==> config.mk <==
export PLATFORM = sky130hd
export DESIGN_NAME = local_inject_ctrl
export DESIGN_NICKNAME = d
export VERILOG_FILES = /design/src/rtl/local_inject_ctrl_pkg.sv /design/src/rtl/local_inject_ctrl_inject_fifo.sv /design/src/rtl/local_inject_ctrl.sv
export VERILOG_INCLUDE_DIRS = /design/src /design/src/rtl
export SDC_FILE = /design/constraint.sdc
export NUM_CORES = 1
export LEC_CHECK = 0
export BUFFER_PORTS_ARGS = -buffer_cell sky130_fd_sc_hd__clkbuf_2
export CAP_MARGIN = 10
export CORE_MARGIN = 3
export CORE_UTILIZATION = 45
export DETAILED_ROUTE_END_ITERATION = 6
export PLACE_DENSITY = 0.62
export SYNTH_ARGS = -nofsm -noshare
export SYNTH_HDL_FRONTEND = slang
export SYNTH_HIERARCHICAL = 1
export SYNTH_SLANG_ARGS = --single-unit
==> constraint.sdc <==
create_clock -name clk -period 5.9 [get_ports clk]
set_clock_uncertainty 0.05 [all_clocks]
set_input_delay 0.59 -clock clk [delete_from_list [all_inputs] [get_ports clk]]
set_output_delay 0.59 -clock clk [all_outputs]
set_load 0.1 [all_outputs]
==> src/rtl/global.vh <==
// Shared project-wide constants.
//   NUM_CHANNEL : number of router output channels
//   FLIT_WIDTH  : flit width in bits
`ifndef GLOBAL_VH
`define GLOBAL_VH
`define NUM_CHANNEL 5
`define FLIT_WIDTH 64
`endif

==> src/rtl/local_inject_ctrl_pkg.sv <==
// Helpers shared by the local injection controller and its FIFO.
// No ports; provides width functions used to size pointers and counters.
package local_inject_ctrl_pkg;

  // Bits needed to index n entries; at least 1 so a single entry still has a
  // legal vector.
  function automatic int idxWidth(input int n);
    return (n > 1) ? $clog2(n) : 1;
  endfunction

  // Bits needed to hold the values 0..maxVal inclusive.
  function automatic int cntWidth(input int maxVal);
    return (maxVal > 0) ? $clog2(maxVal + 1) : 1;
  endfunction

endpackage

==> src/rtl/local_inject_ctrl_inject_fifo.sv <==
// inject_fifo: local injection buffer, FIFO order, no write-to-read bypass.
// Storage is an array with a registered read port; the read register is
// loaded with the entry that will be at the head after this edge, with the
// incoming flit forwarded when it lands on that slot.
// Ports:
//   clk   - clock, rising edge
//   reset - synchronous, active-low; empties the FIFO (storage not cleared)
//   push  - write din (ignored while full)
//   pop   - drop the head (ignored while empty)
//   din   - flit to write
//   dout  - current head flit, valid while !empty
//   full  - occupancy == DEPTH (registered)
//   empty - occupancy == 0 (registered)
module inject_fifo
  import local_inject_ctrl_pkg::*;
#(
  parameter int FLIT_W = 64,
  parameter int DEPTH  = 4
) (
  input  logic              clk,
  input  logic              reset,
  input  logic              push,
  input  logic              pop,
  input  logic [FLIT_W-1:0] din,
  output logic [FLIT_W-1:0] dout,
  output logic              full,
  output logic              empty
);

  localparam int PTR_W = idxWidth(DEPTH);
  localparam int CNT_W = cntWidth(DEPTH);
  localparam logic [CNT_W-1:0] DEPTH_C = CNT_W'(DEPTH);

  logic [FLIT_W-1:0] mem [DEPTH];
  logic [FLIT_W-1:0] doutReg;
  logic [PTR_W-1:0]  wrPtrReg, rdPtrReg, wrPtrNext, rdPtrNext, rdAddr;
  logic [CNT_W-1:0]  countReg, countNext;
  logic              doPush, doPop;

  assign full   = (countReg == DEPTH_C);
  assign empty  = (countReg == '0);
  assign doPush = push & ~full;
  assign doPop  = pop & ~empty;
  assign dout   = doutReg;

  // DEPTH is a power of two, so the pointers wrap by natural overflow.
  always_comb begin
    wrPtrNext = doPush ? wrPtrReg + PTR_W'(1) : wrPtrReg;
    rdPtrNext = doPop  ? rdPtrReg + PTR_W'(1) : rdPtrReg;
    countNext = countReg;
    case ({doPush, doPop})
      2'b10:   countNext = countReg + CNT_W'(1);
      2'b01:   countNext = countReg - CNT_W'(1);
      default: countNext = countReg;
    endcase
    rdAddr = reset ? rdPtrNext : '0;
  end

  always_ff @(posedge clk) begin
    if (!reset) begin
      wrPtrReg <= '0;
      rdPtrReg <= '0;
      countReg <= '0;
    end else begin
      wrPtrReg <= wrPtrNext;
      rdPtrReg <= rdPtrNext;
      countReg <= countNext;
    end
  end

  // Storage and read register carry no reset.
  always_ff @(posedge clk) begin
    if (doPush && reset) begin
      mem[wrPtrReg] <= din;
    end
    // Forward din when it is written to the slot that becomes the head.
    if (doPush && reset && (wrPtrReg == rdAddr)) begin
      doutReg <= din;
    end else begin
      doutReg <= mem[rdAddr];
    end
  end

endmodule

==> src/rtl/local_inject_ctrl.sv <==
// local_inject_ctrl: buffers flits from the local core and injects the FIFO
// head into the first free router output channel, scanning upward from a
// priority pointer with wrap-around. Flags starvation when the head has been
// blocked for STARVE_TH cycles.
// Build option: define INJ_ROTATE_PRIORITY_EN to move the priority pointer
// to the channel after each grant; otherwise channel 0 is always highest.
// Ports:
//   clk              - clock, rising edge
//   reset            - synchronous, active-low
//   validIn          - per-channel busy flags (1 = busy)
//   injValid/injFlit - flit offered by the local core
//   injReady         - FIFO not full (registered occupancy)
//   localInjectGrant - one-hot channel taking the head this cycle, or zero
//   injFlitOut       - FIFO head flit
//   starve           - registered starvation flag
`include "global.vh"

module local_inject_ctrl
  import local_inject_ctrl_pkg::*;
#(
  parameter int NUM_CHANNEL = `NUM_CHANNEL,
  parameter int FLIT_W      = `FLIT_WIDTH,
  parameter int DEPTH       = 4,
  parameter int STARVE_TH   = 8
) (
  input  logic                   clk,
  input  logic                   reset,
  input  logic [NUM_CHANNEL-1:0] validIn,
  input  logic                   injValid,
  input  logic [FLIT_W-1:0]      injFlit,
  output logic                   injReady,
  output logic [NUM_CHANNEL-1:0] localInjectGrant,
  output logic [FLIT_W-1:0]      injFlitOut,
  output logic                   starve
);

  localparam int CH_W  = idxWidth(NUM_CHANNEL);
  localparam int CNT_W = cntWidth(STARVE_TH);
  localparam logic [CH_W:0]      NUM_C  = (CH_W + 1)'(NUM_CHANNEL);
  localparam logic [CH_W-1:0]    LAST_C = CH_W'(NUM_CHANNEL - 1);
  localparam logic [CNT_W-1:0]   TH_C   = CNT_W'(STARVE_TH);

  logic                   fifoFull, fifoEmpty;
  logic [CH_W-1:0]        prioReg;
  logic [CH_W-1:0]        chanIdx [NUM_CHANNEL];
  logic [NUM_CHANNEL-1:0] rotFree;
  logic [CH_W-1:0]        grantIdx;
  logic                   grantFound, grantValid;
  logic [CNT_W-1:0]       starveCntReg, starveCntNext;
  logic                   starveReg;

  inject_fifo #(
    .FLIT_W (FLIT_W),
    .DEPTH  (DEPTH)
  ) uFifo (
    .clk   (clk),
    .reset (reset),
    .push  (injValid),
    .pop   (grantValid),
    .din   (injFlit),
    .dout  (injFlitOut),
    .full  (fifoFull),
    .empty (fifoEmpty)
  );

  assign injReady = ~fifoFull;

  // Scan position gi maps to channel (prioReg + gi) mod NUM_CHANNEL; the sum
  // never reaches 2*NUM_CHANNEL, so a single conditional subtract wraps it.
  for (genvar gi = 0; gi < NUM_CHANNEL; gi++) begin : gScan
    localparam logic [CH_W:0] OFFSET = (CH_W + 1)'(gi);
    logic [CH_W:0] sum;
    assign sum          = {1'b0, prioReg} + OFFSET;
    assign chanIdx[gi]  = (sum >= NUM_C) ? CH_W'(sum - NUM_C) : sum[CH_W-1:0];
    assign rotFree[gi]  = ~validIn[chanIdx[gi]];
  end

  // Walk down so the lowest free scan position is the last one written.
  always_comb begin
    grantFound = 1'b0;
    grantIdx   = '0;
    for (int k = NUM_CHANNEL - 1; k >= 0; k--) begin
      if (rotFree[k]) begin
        grantFound = 1'b1;
        grantIdx   = chanIdx[k];
      end
    end
  end

  assign grantValid       = grantFound & ~fifoEmpty;
  assign localInjectGrant = grantValid ? (NUM_CHANNEL'(1) << grantIdx) : '0;

  always_comb begin
    if (fifoEmpty || grantValid) begin
      starveCntNext = '0;
    end else if (starveCntReg == TH_C) begin
      starveCntNext = starveCntReg;
    end else begin
      starveCntNext = starveCntReg + CNT_W'(1);
    end
  end

  assign starve = starveReg;

  always_ff @(posedge clk) begin
    if (!reset) begin
      starveCntReg <= '0;
      starveReg    <= 1'b0;
      prioReg      <= '0;
    end else begin
      starveCntReg <= starveCntNext;
      starveReg    <= (starveCntNext == TH_C);
`ifdef INJ_ROTATE_PRIORITY_EN
      if (grantValid) begin
        prioReg <= (grantIdx == LAST_C) ? '0 : grantIdx + CH_W'(1);
      end
`else
      prioReg <= '0;
`endif
    end
  end

endmodule

Yosys cells after proc, flatten, opt, wreduce, memory -nomap -nowiden
Memories as Yosys holds them, arrays and structs flattened. A register that Yosys moved wholly into a read port is not among the register bits.
Cells that the tools add are included.
- div/mod/pow operators: 0
- $add $sub $neg: 5
- equal/unequal tests: 5
- shift-type cells: 1
- order comparisons: 0
- multiplexer cells: 18
- multipliers: 0
- reductions and logical operators: 4
- bitwise gates (word level): 5
- operators by type and width (operator ; count):
    3-bit two-way mux ; 5
    4-bit equality test, second input constant ; 2
    4-bit two-way mux ; 2
    1-bit two-way mux ; 7
    3-bit one-hot mux with 2 select lines ; 1
    5-bit two-way mux ; 1
    1-bit by 3-bit << shifter with 5-bit output, first input constant ; 1
    2-bit by 1-bit adder with 2-bit output, second input constant ; 2
    4-bit by 1-bit adder with 4-bit output, second input constant ; 1
    2-bit two-way mux ; 2
    3-bit by 1-bit adder with 3-bit output, second input constant ; 1
    1-bit bitwise AND ; 3
    3-bit equality test, second input constant ; 1
    3-bit logical NOT ; 1
    3-bit by 1-bit subtractor with 3-bit output, second input constant ; 1
    2-bit by 1-bit equality test with 1-bit output, second input constant ; 1
    2-bit equality test, second input constant ; 1
    1-bit inverter ; 2
    2-bit nonzero test ; 1
    1-bit logical AND ; 1
    1-bit logical OR ; 1
- latch bits: 0
- memory bits (writable): 256
- register bits: 12
- memories: 1
- ROM bits: 0
- word-level logic and storage cells: 44
- memories (name ; words ; bits a word ; rd ports ; clocked after memory_dff ; wr ports ; RTL line ; RTL):
    uFifo.mem ; 4 ; 64 ; 1 ; 1 ; 1 ; local_inject_ctrl_inject_fifo.sv:34 ; logic [FLIT_W-1:0] mem [DEPTH];

Logic depth before layout (Yosys ltp)
Gate-level depths: netlist of run 1.
- depth in word-level cells: 9
- gate-level depth with buffers: 10
- gate-level depth less buffers: 9

Hierarchy
The synthesis of run 1 kept the hierarchy.
- by module, submodules not included (module ; cells each ; instances ; area an instance (um^2) ; sequential area each (um^2)):
    inject_fifo ; 386 ; 1 ; 9715.6 ; 7827.5
    local_inject_ctrl ; 37 ; 1 ; 305.3 ; 100.1

Least setup slack after synthesis of run 1
No wires, ideal clock.
- path type: input-to-output
- from: input validIn[0]
- to: output localInjectGrant[4]
- cell stages on the path: 3
- data arrival time: 3.072 ns
- slack: 2.188 ns
- buffers on the path: 0
- cell sequence: and3b_1 -> nand2_1 -> nor3b_1
- cells in the longest elaborated chain, start to end: 3
- elaborated cells on any way between the ends: 5
- those cells by class: 1 x shift; 3 x mux; 1 x bitwise
- RTL lines (element ; RTL line ; RTL):
    start, declared ; local_inject_ctrl.sv:28 ; input logic [NUM_CHANNEL-1:0] validIn,
    3-bit two-way mux / 1-bit two-way mux (equally long branches) ; local_inject_ctrl.sv:83 ; if (rotFree[k]) begin
    1-bit by 3-bit << shifter with 5-bit output / 1-bit bitwise AND (equally long branches) ; local_inject_ctrl.sv:91, local_inject_ctrl.sv:90 ;
    5-bit two-way mux * ; local_inject_ctrl.sv:91 ; assign localInjectGrant = grantValid ? (NUM_CHANNEL'(1) << grantIdx) : '0;
    end, declared ; local_inject_ctrl.sv:32 ; output logic [NUM_CHANNEL-1:0] localInjectGrant,
Every way passes the cells marked *; elsewhere a longest branch is shown, timed or not.

==> flow_summary.yaml, run 1 <==
synth:
  synth_cells: 423
  yosys-top-cells-area: "edfxtp_1, mux4_2, dfxtp_1"
  ys_ff_latch: 268
  async_flop_share_pct: 0
  synthFlopType: "edfxtp_1"
  synth-edff-count: 256
  yosys.cell_count.top_type: "edfxtp_1"
  ys_warn_count: 6
  synth_top_area_share_pct: 76.7
  synth_area_per_cell_um2: 23.7
  yosysTopAreaCell: "edfxtp_1"
  ys_types: 35
  synth_common_cells: "edfxtp_1, mux4_2, dfxtp_1, inv_1, nand2_1"
  synth_nets: 503
  netlist_area_um2: 10000
  yosysSeqAreaShare_pct: 79.1
cts:
  cts_setup_buffers: 0
  clk_latency_ns: 0.52
  root_buffer: "clkbuf_16"
  ctsResizeCount: 0
  h-tree-depth: 1
  cts_buffers: 28
  clockBufferDepth: 3
  tritoncts_num_sinks: 268
  cts_tree: "done"
  clkSlewWorstSetupHoldPaths_ns: 0.06
  holdBufCountCts: 0
timing:
  worst_slew_pin_slew_ns: 1.08
  max_freq_mhz: 274
  relSlewSlack_pct: 27.7
  final_hold_viol_count: 0
  maxSlewViolCount: 0
  rsz0062_at_grt: "no"
  setup_tns_ns: 0
  whs_ns: 0.225
  fin_crit_ns: 3.65
  period_share_pct: 61.9
  setup_viol: 0
worst_setup_path:
  crit_path_end_kind: "primary output"
  path_buf_inv: 2
  critPathTopFamily: "flip-flops"
  rrSetupSlack_ns: 3.37
  start_kind: "flop"
  path_class: "reg2out"
  arrival_ns: 3.01
  cp-startpoint: "uFifo/rdPtrReg[0]"
  cp_cell_sequence: "buf_4, mux4_2, clkbuf_2"
  cp_max_fo: 47
  slowest_delay_ns: 0.98
  r2r_end: "uFifo/countReg[2]"
  r2r_start: "uFifo/countReg[0]"
  worstRegToRegCells: 9
  critPathRequiredTime_ns: 5.26
  slowest_stage: "dfxtp_4"
die:
  core_um2: 21400
  rows: 53
  die_y_um: 155
  dieWidth_um: 155
  io-pin-count: 143
  fp.dieArea_um2: 24100
  start_util_pct: 46.8
final_layout:
  nNetsFinal: 659
  syn2layout_area_growth_pct: 17.1
  diodes: 0
  drive_above_1_share_pct: 41.8
  design_area_um2: 11700
drt:
  ant_nets: 0
  avgViaCountPerCell: 5.34
  drt_wl_total_mm: 18.5
  drt-initial-drc-count: 269
  drcViolationCount: 0
  wl_per_cell_um: 21.3
  num_vias: 4634
  dr.pass1.iters: 4
placed_design:
  hpwl_mm: 10.6
  place_area_um2: 11000
  gp_congestion: 0.677
  port-buffer-count: 142
worst_hold_path:
  holdPathStages: 1
  min_to: "uFifo/mem[3][9]"
  min_from: "injFlit[9]"
  hold_class: "in2reg"
grt:
  grt_antenna_before_repair: 1
  grt_max_degree: 67
  grt_pass1_wl_mm: 28.2
  grt_overflow: 0
  grt_pass1_vias: 5083
  track_usage_pct: 15.2
power_and_ir_drop:
  peakVddDrop_mv: 0.279
  power.density_nw_per_um2: 502
  power_leakage_nw: 3.92
run:
  maxCapViolCount: 0
outcome:
  outcome: "finished, final reports clean"
## stage by stage
step	utilization, %	cells	total power [W]	worst slack, ns
floorplan	-	423	0.00420	2.19
global placement	51.1	824	0.00443	2.68
detailed placement	51.1	824	0.00445	2.67
CTS	54.8	868	0.00597	2.10
global route	54.8	868	0.00611	1.97
finish	54.8	868	0.00589	2.25
## worst max path at each step
stage | end | cells past startpoint
after CTS | injFlitOut[54] | 3
after detailed placement | injFlitOut[54] | 3
final | injFlitOut[54] | 3
after floorplan | localInjectGrant[4] | 3
after global routing | injFlitOut[54] | 3
after global placement | injFlitOut[54] | 3
## power by group
part,total (W),internal (W),leakage (nW),switching (W)
combinational,0.00204,0.000455,1.12,0.00159
sequential,0.00234,0.00220,2.42,0.000139
clock,0.00151,0.000861,0.383,0.000647
total,0.00589,0.00352,3.92,0.00237
## registers in the layout (all words and copies together), names as in the netlist
name	flops
uFifo/wrPtrReg	2
uFifo/rdPtrReg	2
uFifo/countReg	3
uFifo/mem	256
starve	1
starveCntReg	4
## cell usage in the layout (no fill, tap or decap), types with 2 or more instances in the layout
master	n
or3_1	2
nor3b_1	3
nor2_1	5
and2_1	2
and3_4	4
edfxtp_1	256
nor3_1	2
nand3_1	2
clkbuf_2	142
a31oi_1	3
clkbuf_16	28
clkbuf_1	7
xor2_1	2
clkinv_2	3
mux2i_1	3
o21ai_0	4
dfxtp_4	2
dfxtp_1	10
inv_1	11
clkinv_1	4
nand2_1	9
nor2b_1	2
mux4_2	64
ha_1	7
## routing by layer
layer	up-vias	share of wire (%)	track usage [%]
li1	2081	-	-
met1	2384	40	19.4
met2	137	52	26.6
met3	30	6.3	3.42
met4	2	2.1	3.96
met5	-	0.10	0
## kinds of logic after synthesis
family / count (synthesis) / synth area share (%)
buffers and inverters: 28 / 1.96
DFF: 268 / 79.1
adders and majority gates: 8 / 1.07
xor gates and xnor gates: 3 / 0.262
and+or+nand+nor: 38 / 2.17
AOI/OAI and AO/OA: 11 / 0.737
muxes: 67 / 14.7
## area by class of cell
class / count / area [um^2]
clock buffers: 35 / 727
clock inverters: 9 / 55.1
fillers: 1659 / 9680
inverters: 11 / 41.3
multi-input cells: 127 / 1920
flip-flops and latches: 268 / 7940
well taps: 275 / 344
repair buffers: 143 / 718
(Power assumes the default switching activity.)
==> inputs of run 2 (changes only) <==
Settings changed: PLACE_DENSITY 0.62 to 0.65.
Clock period 5.9 ns to 3.2 ns, I/O delays scaled along.
==> run 2 against run 1 <==
Net effect: power rose by 89%; non-clock buffer count up 71; design area up 7.2%; largest power group unchanged; highest routed layer is now met4.
==> flow_summary.yaml, run 2 (synthesis results as in run 1) <==
grt:
  grt_antenna_before_repair: 0
  grt_overflow: 0
  grt_pass1_wl_mm: 29.6
  grt_max_degree: 43
  track_usage_pct: 15.6
  grt_pass1_vias: 5422
worst_setup_path:
  arrival_ns: 2.52
  critPathTopFamily: "flip-flops"
  cp_max_fo: 29
  slowest_delay_ns: 0.78
  cp_cell_sequence: "buf_12, mux4_2, clkbuf_2"
  path_class: "reg2out"
  worstRegToRegCells: 9
  crit_cells: 3
  path_buf_inv: 2
  critPathRequiredTime_ns: 2.83
  crit_path_end_kind: "primary output"
  start_kind: "flop"
  slowest_stage: "dfxtp_4"
drt:
  drt-initial-drc-count: 254
  avgViaCountPerCell: 5.24
  drcViolationCount: 0
  drt_wl_total_mm: 18.6
  ant_nets: 0
  num_vias: 4943
  wl_per_cell_um: 19.7
  dr.pass1.iters: 6
placed_design:
  gp_congestion: 0.704
  dp_cells: 831
  port-buffer-count: 142
  hpwl_mm: 11.1
worst_hold_path:
  hold_class: "in2reg"
  holdPathStages: 3
power_and_ir_drop:
  swShare_pct: 39.7
  p_comb_share_pct: 35.7
  pwr-share-seq_pct: 38.0
  power.density_nw_per_um2: 885
  finalPower_w: 0.0111
  power_leakage_nw: 4.28
  clkPwrFrac_pct: 26.2
  peakVddDrop_mv: 0.625
  p_int_w: 0.00672
  p_switching_w: 0.00442
timing:
  rsz0062_at_grt: "no"
  fin_crit_ns: 2.89
  period_share_pct: 90.5
  relSlewSlack_pct: 54.2
  maxSlewViolCount: 0
  max_freq_mhz: 345
  setup_tns_ns: 0
  final_hold_viol_count: 0
  whs_ns: 0.0434
  setup_viol: 0
  worst_slew_pin_slew_ns: 0.681
final_layout:
  largest_reg_flops: 256
  n_fill_cell: 1593
  final_common_cell: "edfxtp_1"
  nNetsFinal: 729
  diodes: 0
  top_register: "uFifo/mem"
  syn2layout_area_growth_pct: 25.5
  layout_common_cells: "edfxtp_1, clkbuf_2, dlygate4sd3_1, mux4_2, clkbuf_16"
  drive_above_1_share_pct: 39.4
  reg.largest.list: "uFifo/mem x256, starveCntReg x4, uFifo/countReg x3"
  finalNonFillerCells: 943
cts:
  cts_tree: "done"
  ctsResizeCount: 0
  clockBufferDepth: 3
  cts_buffers: 27
  clkSlewWorstSetupHoldPaths_ns: 0.06
  root_buffer: "clkbuf_16"
  clk_latency_ns: 0.52
  tritoncts_num_sinks: 268
  h-tree-depth: 1
die:
  die_y_um: 155
  dieWidth_um: 155
  rows: 53
  core_um2: 21400
  fp.dieArea_um2: 24100
  start_util_pct: 46.8
  io-pin-count: 143
run:
  maxCapViolCount: 0
outcome:
  outcome: "finished, final reports clean"
run 2: cell types whose count changed in the layout (fill, tap and decap cells not counted), moves of 2 or more:
cell,delta
buf_12,+7
clkbuf_1,-2
clkbuf_8,+4
clkinv_2,+3
dlygate4sd3_1,+64
run 2: power by group through the flow:
| stage | Clock, W | Combinational, W | Sequential [W] |
|---|---|---|---|
| final | 0.00292 | 0.00398 | 0.00423 |
| after global routing | 0.00316 | 0.00413 | 0.00427 |
| after CTS | 0.00302 | 0.00403 | 0.00425 |
| after detailed placement | 0 | 0.00396 | 0.00432 |
| after global placement | 0 | 0.00394 | 0.00430 |
| after floorplan | 0 | 0.00357 | 0.00417 |
run 2: layer usage:
| metal | vias to the layer above | track usage [%] | part of all wire [%] |
|---|---|---|---|
| li1 | 2234 | - | - |
| met1 | 2552 | 21.0 | 42 |
| met2 | 126 | 26.9 | 52 |
| met3 | 31 | 2.73 | 4.9 |
| met4 | 0 | 4.00 | 1.7 |
| met5 | - | 0 | 0 |
run 2: final cells by class:
type	count	area, um^2	area share, %
Tap cell	275	344	2.74
Clock buffer	36	749	5.96
Inverter	11	41.3	0.328
Timing Repair Buffer	214	1500	11.9
Clock inverter	12	87.6	0.696
Multi-Input combinational cell	127	1920	15.3
Sequential cell	268	7940	63.1
run 2: final timing paths:
check                                  startpoint                end  slack [ns]
worst max register to register  uFifo/countReg[0]  uFifo/countReg[2]        0.73
worst min-delay path                   validIn[3]             starve        0.04
worst max-delay path            uFifo/rdPtrReg[0]     injFlitOut[31]        0.31
worst min register to register  uFifo/wrPtrReg[1]  uFifo/wrPtrReg[1]        0.47
run 2: worst reg2reg max path, stage by stage (launching register included):
cell and delay [ns]:
dfxtp_1 0.34, nor3_1 0.58, a31oi_1 0.15, and2b_1 0.22
ha_1 0.20, inv_1 0.07, fa_1 0.18, xor2_1 0.07
or3_1 0.33, a21boi_0 0.19
run 2: through the flow:
stage / cell area, um^2 / util [%] / setup slack (ns)
final: 12600 / 58.7 / 0.305
after global routing: 12600 / 58.7 / 0.134
after CTS: 12600 / 58.7 / 0.211
after detailed placement: 11100 / 51.8 / 0.706
after global placement: 11100 / 51.8 / 0.779
after floorplan: 10000 / - / 0.144
run 2: repair_timing:
| action | in CTS | in global routing |
|---|---|---|
| hold buffers | 64 | 0 |
| hold endpoints to repair | 256 | 0 |
| setup buffers | 0 | 0 |
==> inputs of run 3 (changes only) <==
Settings changed: REMOVE_ABC_BUFFERS set to 1.
==> run 3 against run 2 <==
Net effect: final cell count up 0.53%; design area about the same; register-to-register slack about the same; combinational power increased by 1%; fmax is 2.9% higher; routed wire length increased by 2.9%; utilization about the same; clock-buffer cell count is 3 lower; die area unchanged; first-iteration DRC count is 31% higher; non-clock buffer count up 4; largest power group unchanged; highest routed layer unchanged.
==> flow_summary.yaml, run 3 (synthesis results as in run 1) <==
outcome:
  outcome: "finished, final reports clean"
drt:
  dr.pass1.iters: 4
  drt-initial-drc-count: 334
  drcViolationCount: 0
  ant_nets: 0
  num_vias: 4986
  drt_wl_total_mm: 19.2
  avgViaCountPerCell: 5.26
  wl_per_cell_um: 20.2
final_layout:
  drive_above_1_share_pct: 39.1
  layout_common_cells: "edfxtp_1, clkbuf_2, dlygate4sd3_1, mux4_2, clkbuf_16"
  largest_reg_flops: 256
  final_util_pct: 58.8
  final_common_cell: "edfxtp_1"
  top_register: "uFifo/mem"
  design_area_um2: 12600
  syn2layout_area_growth_pct: 25.6
  nNetsFinal: 733
  reg.largest.list: "uFifo/mem x256, starveCntReg x4, uFifo/countReg x3"
  diodes: 0
  finalNonFillerCells: 948
placed_design:
  pre_cts_slack_ns: 0.575
  gp_congestion: 0.714
  place_area_um2: 11100
  hpwl_mm: 11.8
  dp_cells: 834
  port-buffer-count: 142
cts:
  tritoncts_num_sinks: 268
  root_buffer: "clkbuf_16"
  clockBufferDepth: 3
  clkSlewWorstSetupHoldPaths_ns: 0.06
  h-tree-depth: 1
  cts_tree: "done"
  cts_buffers: 27
  clk_latency_ns: 0.52
timing:
  setup_tns_ns: 0
  relSlewSlack_pct: 34.0
  max_freq_mhz: 356
  setup_viol: 0
  fin_crit_ns: 2.81
  maxSlewViolCount: 0
  period_share_pct: 87.9
  rsz0062_at_grt: "no"
  final_hold_viol_count: 0
  worst_slew_pin_slew_ns: 0.990
  setup_slack_ns: 0.387
worst_setup_path:
  r2r_end: "uFifo/countReg[2]"
  path_class: "reg2out"
  critPathRequiredTime_ns: 2.83
  cp-startpoint: "uFifo/rdPtrReg[0]"
  cp_max_fo: 22
  worstRegToRegCells: 10
  worstSetupEndpoint: "injFlitOut[28]"
  rrSetupSlack_ns: 0.74
  r2r_start: "uFifo/countReg[0]"
  start_kind: "flop"
  crit_path_end_kind: "primary output"
  arrival_ns: 2.44
grt:
  grt_pass1_wl_mm: 30.5
  grt_pass1_vias: 5480
  grt_max_degree: 67
  grt_overflow: 0
  grt_antenna_before_repair: 0
  track_usage_pct: 16.2
power_and_ir_drop:
  p_int_w: 0.00673
  peakVddDrop_mv: 0.510
  p_switching_w: 0.00446
  swShare_pct: 39.8
  clkPwrFrac_pct: 26.2
  p_comb_share_pct: 36.0
  power_leakage_nw: 4.29
  pwr-share-seq_pct: 37.8
  power.density_nw_per_um2: 889
worst_hold_path:
  holdPathStages: 3
  hold_class: "in2reg"
die:
  die_y_um: 155
  fp.dieArea_um2: 24100
  start_util_pct: 46.8
  core_um2: 21400
  dieWidth_um: 155
  rows: 53
  io-pin-count: 143
run:
  maxCapViolCount: 0
[run 3: changes by cell type in the layout (fill, tap and decap cells not counted), sizes merged]
cell / previous run / this run
clkinv: 9 / 12
clkbuf: 178 / 175
buf: 8 / 12
bufinv: 1 / 2
[run 3: cell type report]
cell class	count	area (um^2)
Fill cell	1605	8830
Sequential cell	268	7940
Multi-Input combinational cell	127	1920
Timing Repair Buffer	218	1520
Clock buffer	33	698
Tap cell	275	344
Clock inverter	16	136
Inverter	11	41.3
[run 3: power by group through the flow]
stage               Combinational (W)  Clock, W  Sequential [W]
detailed placement            0.00390         0         0.00438
global placement              0.00387         0         0.00437
global route                  0.00419   0.00318         0.00426
floorplan                     0.00323         0         0.00437
CTS                           0.00397   0.00302         0.00430
finish                        0.00403   0.00293         0.00422
[run 3: critical path, stage by stage, from the launching register on]
cell and delay [ns]:
dfxtp_4 0.68, buf_4 0.31, mux4_2 0.53, clkbuf_2 0.39
[run 3: what timing repair did]
item | CTS | global route
resized for setup | 0 | 0
hold buffers | 64 | 0
setup endpoints to repair | 0 | 28
endpoints found under the hold margin | 256 | 0
setup buffers | 0 | 1
[run 3: how the worst min path moves through the flow]
stage,slack [ns],startpoint,end
after floorplan,0.37,injFlit[0],uFifo/mem[0][0]
after global placement,0.43,uFifo/wrPtrReg[1],uFifo/wrPtrReg[1]
after detailed placement,0.46,uFifo/wrPtrReg[1],uFifo/wrPtrReg[1]
after CTS,0.02,validIn[2],starve
after global routing,0.03,validIn[2],starve
final,0.05,validIn[2],starve
[run 3: stage by stage]
stage	hold WS, ns	total power (W)
global route	0.0322	0.0116
floorplan	0.369	0.00760
finish	0.0451	0.0112
CTS	0.0185	0.0113
global placement	0.425	0.00823
detailed placement	0.456	0.00828
[run 3: routing by layer]
metal	vias up	track usage, %	wire, um
met3	28	2.98	1180
met2	155	27.5	9720
met5	-	0	0
met4	0	3.83	301
met1	2566	22.0	7950
li1	2237	-	-
